--- src/rtl/poly_feeder.sv ---
// poly_feeder: latches an A/B/C/X operand bundle, strobes each operand to a downstream
// evaluator with programmable setup/strobe timing, then waits and captures the evaluator result.
module poly_feeder #(
    parameter int GO_LOW_CYCLES  = 2,
    parameter int GO_HIGH_CYCLES = 2,
    parameter int COMPUTE_CYCLES = 8
) (
    input  logic       clk,
    input  logic       resetn,
    input  logic [7:0] in_a,
    input  logic [7:0] in_b,
    input  logic [7:0] in_c,
    input  logic [7:0] in_x,
    input  logic       in_valid,
    output logic       in_ready,
    output logic       go,
    output logic [7:0] data_out,
    input  logic [7:0] result_in,
    output logic [7:0] result_out,
    output logic       done,
    output logic       busy
);
    if (GO_LOW_CYCLES < 1 || GO_LOW_CYCLES > 15 || GO_HIGH_CYCLES < 1 || GO_HIGH_CYCLES > 15 ||
        COMPUTE_CYCLES < 1 || COMPUTE_CYCLES > 255) begin : g_param_err
        $error("poly_feeder: timing parameter out of legal range");
    end
    localparam logic [7:0] LOW_LAST  = 8'(GO_LOW_CYCLES - 1);
    localparam logic [7:0] HIGH_LAST = 8'(GO_HIGH_CYCLES - 1);
    localparam logic [7:0] COMP_LAST = 8'(COMPUTE_CYCLES - 1);
    typedef enum logic [2:0] {IDLE, SETUP, STROBE, COMPUTE, DONE} state_t;
    state_t          state_q, state_d;
    logic [1:0]      idx_q, idx_d;
    logic [7:0]      cnt_q, cnt_d;
    logic [3:0][7:0] op_q, op_d;
    logic            go_q, go_d;
    logic [7:0]      dout_q, dout_d;
    logic [7:0]      res_q, res_d;
    logic            done_q, done_d;
    assign in_ready   = state_q == IDLE;
    assign busy       = state_q != IDLE;
    assign go         = go_q;
    assign data_out   = dout_q;
    assign result_out = res_q;
    assign done       = done_q;
    // go, data_out and done are computed for the next state so they stay glitch-free flops
    always_comb begin
        state_d = state_q;
        idx_d   = idx_q;
        cnt_d   = cnt_q + 8'd1;
        op_d    = op_q;
        go_d    = 1'b0;
        dout_d  = dout_q;
        res_d   = res_q;
        done_d  = 1'b0;
        case (state_q)
            IDLE: begin
                cnt_d = '0;
                if (in_valid) begin
                    op_d    = {in_x, in_c, in_b, in_a};
                    idx_d   = '0;
                    dout_d  = in_a;
                    state_d = SETUP;
                end
            end
            SETUP: begin
                if (cnt_q == LOW_LAST) begin
                    cnt_d   = '0;
                    state_d = STROBE;
                end
                go_d = cnt_q == LOW_LAST;
            end
            STROBE: begin
                go_d = cnt_q != HIGH_LAST;
                if (cnt_q == HIGH_LAST) begin
                    cnt_d = '0;
                    if (idx_q == 2'd3) begin
                        state_d = COMPUTE;
                    end else begin
                        idx_d   = idx_q + 2'd1;
                        dout_d  = op_q[idx_q + 2'd1];
                        state_d = SETUP;
                    end
                end
            end
            COMPUTE: begin
                if (cnt_q == COMP_LAST) begin
                    cnt_d   = '0;
                    res_d   = result_in;
                    done_d  = 1'b1;
                    state_d = DONE;
                end
            end
            DONE: begin
                cnt_d   = '0;
                state_d = IDLE;
            end
            default: begin
                cnt_d   = '0;
                state_d = IDLE;
            end
        endcase
    end
    always_ff @(posedge clk) begin
        if (!resetn) begin
            state_q <= IDLE;
            idx_q   <= '0;
            cnt_q   <= '0;
            op_q    <= '0;
            go_q    <= 1'b0;
            dout_q  <= '0;
            res_q   <= '0;
            done_q  <= 1'b0;
        end else begin
            state_q <= state_d;
            idx_q   <= idx_d;
            cnt_q   <= cnt_d;
            op_q    <= op_d;
            go_q    <= go_d;
            dout_q  <= dout_d;
            res_q   <= res_d;
            done_q  <= done_d;
        end
    end
endmodule

--- config.mk ---
export PLATFORM = sky130hd
export DESIGN_NAME = poly_feeder
export DESIGN_NICKNAME = d
export VERILOG_FILES = /design/src/rtl/poly_feeder.sv
export SDC_FILE = /design/constraint.sdc
export NUM_CORES = 1
export LEC_CHECK = 0
export ABC_CLOCK_PERIOD_IN_PS = 3000
export CAP_MARGIN = 20
export CORE_ASPECT_RATIO = 1.1
export CORE_MARGIN = 10
export CORE_UTILIZATION = 40
export CTS_CLUSTER_SIZE = 12
export DETAILED_ROUTE_END_ITERATION = 16
export DONT_BUFFER_PORTS = 1
export GPL_ROUTABILITY_DRIVEN = 0
export PLACE_DENSITY = 0.61
export SYNTH_ARGS = -nofsm -noshare
export SYNTH_HDL_FRONTEND = slang
export SYNTH_SLANG_ARGS = --single-unit
--- constraint.sdc ---
create_clock -name clk -period 3 [get_ports clk]
set_clock_uncertainty 0.2 [all_clocks]
set_input_delay 0.6 -clock clk [delete_from_list [all_inputs] [get_ports clk]]
set_output_delay 0.6 -clock clk [all_outputs]
set_load 0.01 [all_outputs]
==> flow_metrics.tcl, run 1 <==
set metrics [dict create \
    slew_headroom_pct 59.4 \
    grt_use_met2_pct 16.9 \
    antennaDiodeCount 0 \
    fin_cells 399 \
    reg2reg_depth 5 \
    grt_pass1_wl_um 10500 \
    synth-seq-cells 63 \
    cts_hold_buf 0 \
    cpPeakStageDelay_ns 0.71 \
    dp_cells 384 \
    top_usage_layer "met2" \
    cp.required_ns 3.02 \
    period_share_pct 80.7 \
    min_path_cells 1 \
    hp-start "resetn" \
    clkLatencyLatePin_ns 0.34 \
    grt_overflow 0 \
    clockBufferDepth 2 \
    crit_chain "ha_1 -> buf_4 -> mux2_2 -> a221oi_1 -> a21oi_1" \
    worstMarginPinSlew_ns 0.610 \
    final_area_sq_um 3040 \
    fin_hold_ws_ns 0.185 \
    min_to "done" \
    slowest_stage "ha_1" \
    io_buffers 0 \
    synthAdderAreaFrac_pct 1.33 \
    synth_mux_area_share_pct 8.84 \
    cts_setup_buffers 0 \
    hpwl_um 4560 \
    syn-cell-area_sq_um 2830 \
    antenna_found_initial 0 \
    finalHoldViolCount 0 \
    ys.flop_type "dfxtp_1" \
    path_clk_slew_ns 0.07 \
    tritoncts "built" \
    drt_drc_violations_left 0 \
    synthArstFlopShare_pct 0 \
    setup_slack_ns 0.580 \
    maxSlewViolCount 0 \
    wl_per_cell_um 16.3 \
    power_leakage_nw 1.07 \
    grt_pass1_vias 2055 \
    dpl_cell_area_sq_um 2870 \
    num_rows 32 \
    gr-usage-met3_pct 6.76 \
    critPathLaunchType "flop" \
    root_buffer "clkbuf_8" \
    htreeDepth 3 \
    synth_most_common_cell "nand2_1" \
    synth_fp_nets 364 \
    drt-total-wl_um 6490 \
    worstReg2RegStart "idx_q[0]" \
    cap_viol_max_count 0 \
    holdCritPathClass "in2reg" \
    die_y_um 108 \
    ant_nets 0 \
    synth-xor-area-share_pct 1.86 \
    synth_common_cells "68 x nand2_1, 63 x dfxtp_1, 30 x a21boi_0" \
    synth_cell_types 41 \
    status "complete, no violations" \
    synth_edf_count 0 \
    ir_drop_uv 302 \
    synth.area.top_cells "dfxtp_1 45%, nand2_1 9.0%, a21boi_0 8.0%" \
    grt_start_max_net_pins 55 \
    netlist_instances 318 \
    fin_crit_ns 2.42 \
    start_util_pct 40.6 \
    crit_type "reg2reg" \
    fin_tns_setup_ns 0 \
    die_area_sq_um 10800 \
    setup_viol 0 \
    core-area_sq_um 6970 \
    pre_cts_slack_ns 0.586 \
    cts_resized 0 \
    yosys.area_share.simple_pct 21.2 \
    utilization_pct 43.6 \
    grtUsageTotal_pct 12.0 \
    io_pins 63 \
    fin_nets 356 \
    synth_top_family_by_area "simple AND/OR/NAND/NOR gates" \
    num_vias 2087 \
    crit_fanout 13 \
    yosysSeqAreaShare_pct 44.5 \
    p_total_mw 1.68 \
    die_x_um 100 \
    drive_gt1_share_pct 11.1 \
    dr.pass1.iters 4 \
    fmax_ghz 0.413 \
    synth_compound_area_share_pct 17.7 \
    grt_util_met1_pct 14.7 \
    grt_setup_unrepaired "false" \
    end_kind "flop" \
    synth_area_leader_cell "dfxtp_1" \
    yosysWarnings 0 \
    cts_buffers 9 \
    vias_per_cell 5.23 \
    p_per_area_nw_per_um2 553 \
    cp.arrival_ns 2.44 \
    numClockSinks 63 \
    timing.rr.end "data_out[4]" \
    drt_iter0_drc 105 \
    avgSynthCellArea_sq_um 8.90 \
    fillerInstances 727 \
    area_delta_synth_final_pct 7.20 \
    r2r_slack_ns 0.58 \
    yosysTopAreaCellShare_pct 44.5 \
]
-- registers in the layout, indices dropped and copies added, names as in the netlist --
| name | cells |
|---|---|
| result_out | 8 |
| op_q | 32 |
| idx_q | 2 |
| done | 1 |
| data_out | 8 |
| state_q | 3 |
| go | 1 |
| cnt_q | 8 |
-- layout make-up --
type	count	area (sq um)	area share, %
sequential	63	1260	41.5
tap	85	106	3.50
multi-input combinational	226	1450	47.7
clock inverter	4	22.5	0.742
clock buffer	11	141	4.66
inverter	5	18.8	0.618
timing repair buffer	5	37.5	1.24
-- critical path, delay by kind of cell (launching register included) --
kind / cells / cell delay [ns]
fa+ha+maj: 1 / 0.71
mux: 1 / 0.34
compound gates: 2 / 0.38
flops: 1 / 0.42
buf+inv: 1 / 0.26
-- placed cells by master, fill, tap and decap left out, types with 3 or more instances in the layout --
cell type	count
nor3_1	11
inv_1	5
a221oi_1	8
a21boi_1	3
ha_1	3
nand3_1	5
nor2b_1	9
dfxtp_1	63
a21oi_1	10
nand2b_1	4
or3_1	3
o31ai_1	8
clkinv_2	3
mux2i_1	16
nor2_1	11
clkbuf_8	10
xor2_1	4
mux2_2	8
nand2_1	68
buf_4	5
a21boi_0	30
-- layer usage --
layer  share of wire, %  wire length (um)
met1                 45              2930
met2                 42              2750
met3                 11               742
met4                1.1                70
met5                  0                 0
-- report_power, final --
group	internal [mW]	leakage, nW	switching [mW]
logic	0.0580	0.468	0.0770
clock network	0.313	0.0850	0.315
registers	0.879	0.515	0.0369
-- logic make-up after synthesis --
| kind of cell | count (synthesis) |
|---|---|
| buffers and inverters | 29 |
| muxes | 24 |
| DFF | 63 |
| and+or+nand+nor | 125 |
| AOI/OAI and AO/OA | 68 |
| adders and majority gates | 3 |
| xor gates and xnor gates | 6 |
-- how the worst max path moves through the flow --
stage	startpoint	endpoint	slack (ns)	cells past startpoint
global placement	idx_q[0]	data_out[4]	0.63	5
CTS	idx_q[0]	data_out[4]	0.58	5
finish	idx_q[0]	data_out[4]	0.58	5
global route	idx_q[0]	data_out[4]	0.44	5
floorplan	idx_q[0]	data_out[7]	0.87	6
detailed placement	idx_q[0]	data_out[4]	0.59	5
Power figures use the tool's default switching activity.
==> run 2, diff against run 1 <==
ABC_AREA = 1   (was not set)
ABC_CLOCK_PERIOD_IN_PS = 2100   (was 3000)
PLACE_DENSITY = 0.63   (was 0.61)
clock period = 2.1 ns   (was 3 ns; I/O delays follow)
==> run 2 against run 1 <==
  * Core utilization up 1.2 points
  * Hold slack worse by 0.17 ns
  * Synthesized area grew 0.84%
  * Global-route usage is 1.1 points higher
  * Combinational power rose to 11 times the previous value
  * Critical endpoint is now cnt_q[1]
  * Largest cell class unchanged
==> flow_metrics.tcl, run 2 <==
set metrics [dict create \
    status "complete, no violations" \
    core-area_sq_um 6970 \
    hpwl_um 4930 \
    clkLatencyLatePin_ns 0.34 \
    antenna_found_initial 1 \
    synth-seq-cells 63 \
    die_y_um 109 \
    drt_drc_violations_left 0 \
    start_util_pct 41.0 \
    largest_reg_flops 32 \
    final_area_sq_um 3120 \
    clockBufferDepth 2 \
    dp_cells 491 \
    grt_overflow 0 \
    yosysTopAreaCellShare_pct 44.2 \
    drt_iter0_drc 83 \
    grt_start_max_net_pins 65 \
    num_rows 32 \
    crit_buf_inv 0 \
    synth_area_leader_cell "dfxtp_1" \
    finalHoldViolCount 0 \
    end_kind "flop" \
    layout_common_cells "98 x nand2_1, 63 x dfxtp_1, 59 x inv_1" \
    ant_nets 0 \
    dr.pass1.iters 4 \
    avgSynthCellArea_sq_um 6.80 \
    holdCritPathClass "in2reg" \
    drt-total-wl_um 6980 \
    cp.arrival_ns 1.79 \
    fin_hold_ws_ns 0.0123 \
    grt_pass1_wl_um 11400 \
    num_vias 2517 \
    cap_viol_max_count 0 \
    power_leakage_nw 1.41 \
    grtUsageTotal_pct 13.1 \
    slew_headroom_pct 70.4 \
    htreeDepth 3 \
    crit_type "reg2reg" \
    synth_common_cells "99 x nand2_1, 63 x dfxtp_1, 59 x inv_1" \
    antennaDiodeCount 0 \
    grt_setup_unrepaired "false" \
    synthArstFlopShare_pct 0 \
    critPathTopFamily "simple AND/OR/NAND/NOR gates" \
    drive_gt1_share_pct 7.31 \
    p_total_mw 4.01 \
    critPathLaunchType "flop" \
    fin_tns_setup_ns 0 \
    die_x_um 101 \
    utilization_pct 44.8 \
    tritoncts "built" \
    critical_path.most_common_cell "nor2_1" \
    synth_fp_nets 466 \
    io_buffers 0 \
    numClockSinks 63 \
    grt_pass1_vias 2451 \
    fin_nets 465 \
    crit_fanout 7 \
    multi_input_area_sq_um 1280 \
    root_buffer "clkbuf_8" \
    dpl_cell_area_sq_um 2930 \
    final_common_cell "nand2_1" \
    cts_buffers 9 \
    seq_area_sq_um 1260 \
    cts_resized 0 \
    fin_cells 509 \
    yosysWarnings 0 \
    synth.area.top_cells "dfxtp_1 44%, nand2_1 13%, inv_1 7.8%" \
    r2r_slack_ns 0.33 \
    yosysSeqAreaShare_pct 44.2 \
    synth_most_common_cell "nand2_1" \
    ys.flop_type "dfxtp_1" \
    cpPeakStageDelay_ns 0.37 \
    slowest_stage "dfxtp_1" \
    syn-cell-area_sq_um 2860 \
    maxSlewViolCount 0 \
    fin_crit_ns 1.77 \
    setup_slack_ns 0.334 \
    setup_viol 0 \
    synth_edf_count 0 \
    fmax_ghz 0.566 \
    path_clk_slew_ns 0.07 \
    cp.required_ns 2.13 \
    die_area_sq_um 10900 \
    area_delta_synth_final_pct 9.33 \
    io_pins 63 \
    crit_chain "ha_1 -> nand2_1 -> nor2_1 -> nor2_1 -> nor2_1 -> nand2_1 -> nand2_2 -> nor2_1" \
    pre_cts_slack_ns 0.342 \
    worstMarginPinSlew_ns 0.442 \
    netlist_instances 420 \
    vias_per_cell 4.94 \
    fillerInstances 783 \
    wl_per_cell_um 13.7 \
    regMostFlops "op_q" \
    period_share_pct 84.1 \
    p_per_area_nw_per_um2 1280 \
    synth_cell_types 26 \
    ir_drop_uv 776 \
]
==> run 2: cell types whose count changed in the layout (fill, tap and decap cells not counted), moves of 14 or more <==
cell / change
nand2_1: +30
a21boi_0: -30
nand3_1: +14
inv_1: +54
o21ai_0: +42
nor2_1: +45
mux2i_1: -16
a21oi_1: +23
==> run 2: cells by family (layout without fill, tap and decap cells) <==
kind of cell	count (synthesis)	in the layout	share of synthesized area, %
and+or+nand+nor	190	190	27.6
AOI/OAI and AO/OA	81	81	14.9
buffers and inverters	80	84	11.1
DFF	63	63	44.2
adders and majority gates	3	3	1.31
xor gates and xnor gates	3	3	0.920
==> run 2: per-layer routing <==
layer	vias to the layer above	GRT usage (%)	routed length [um]
met5	-	0	7
met4	2	4.24	95
met3	9	5.13	533
met2	60	21.3	3280
met1	1141	15.4	3060
li1	1305	-	-
==> run 2: area by class of cell <==
type / instances / share of cell area (%)
clock inverters: 3 / 0.561
multi-input cells: 277 / 41.0
well taps: 85 / 3.41
inverters: 61 / 7.33
repair buffers: 7 / 2.24
clock buffers: 13 / 5.09
flip-flops and latches: 63 / 40.4
==> run 2: what timing repair did <==
action | 4_1_cts | 5_1_grt
buffers inserted | 0 | 0
hold buffers | 2 | 0
endpoints found under the hold margin | 10 | 0
==> run 2: report_power, final <==
part / leakage [nW] / switching, mW / internal (mW) / total (mW)
Clock: 0.0894 / 0.460 / 0.490 / 0.950
Sequential: 0.518 / 0.140 / 1.48 / 1.62
Combinational: 0.803 / 0.958 / 0.484 / 1.44
Total: 1.41 / 1.56 / 2.45 / 4.01
==> run 2: path summary, 6_finish.rpt <==
kind / start / to / cells after the start
hold reg to reg: op_q[24] / op_q[24] / 2
setup reg to reg: cnt_q[0] / cnt_q[1] / 8
setup / recovery: cnt_q[0] / cnt_q[1] / 8
hold / removal: resetn / op_q[6] / 2
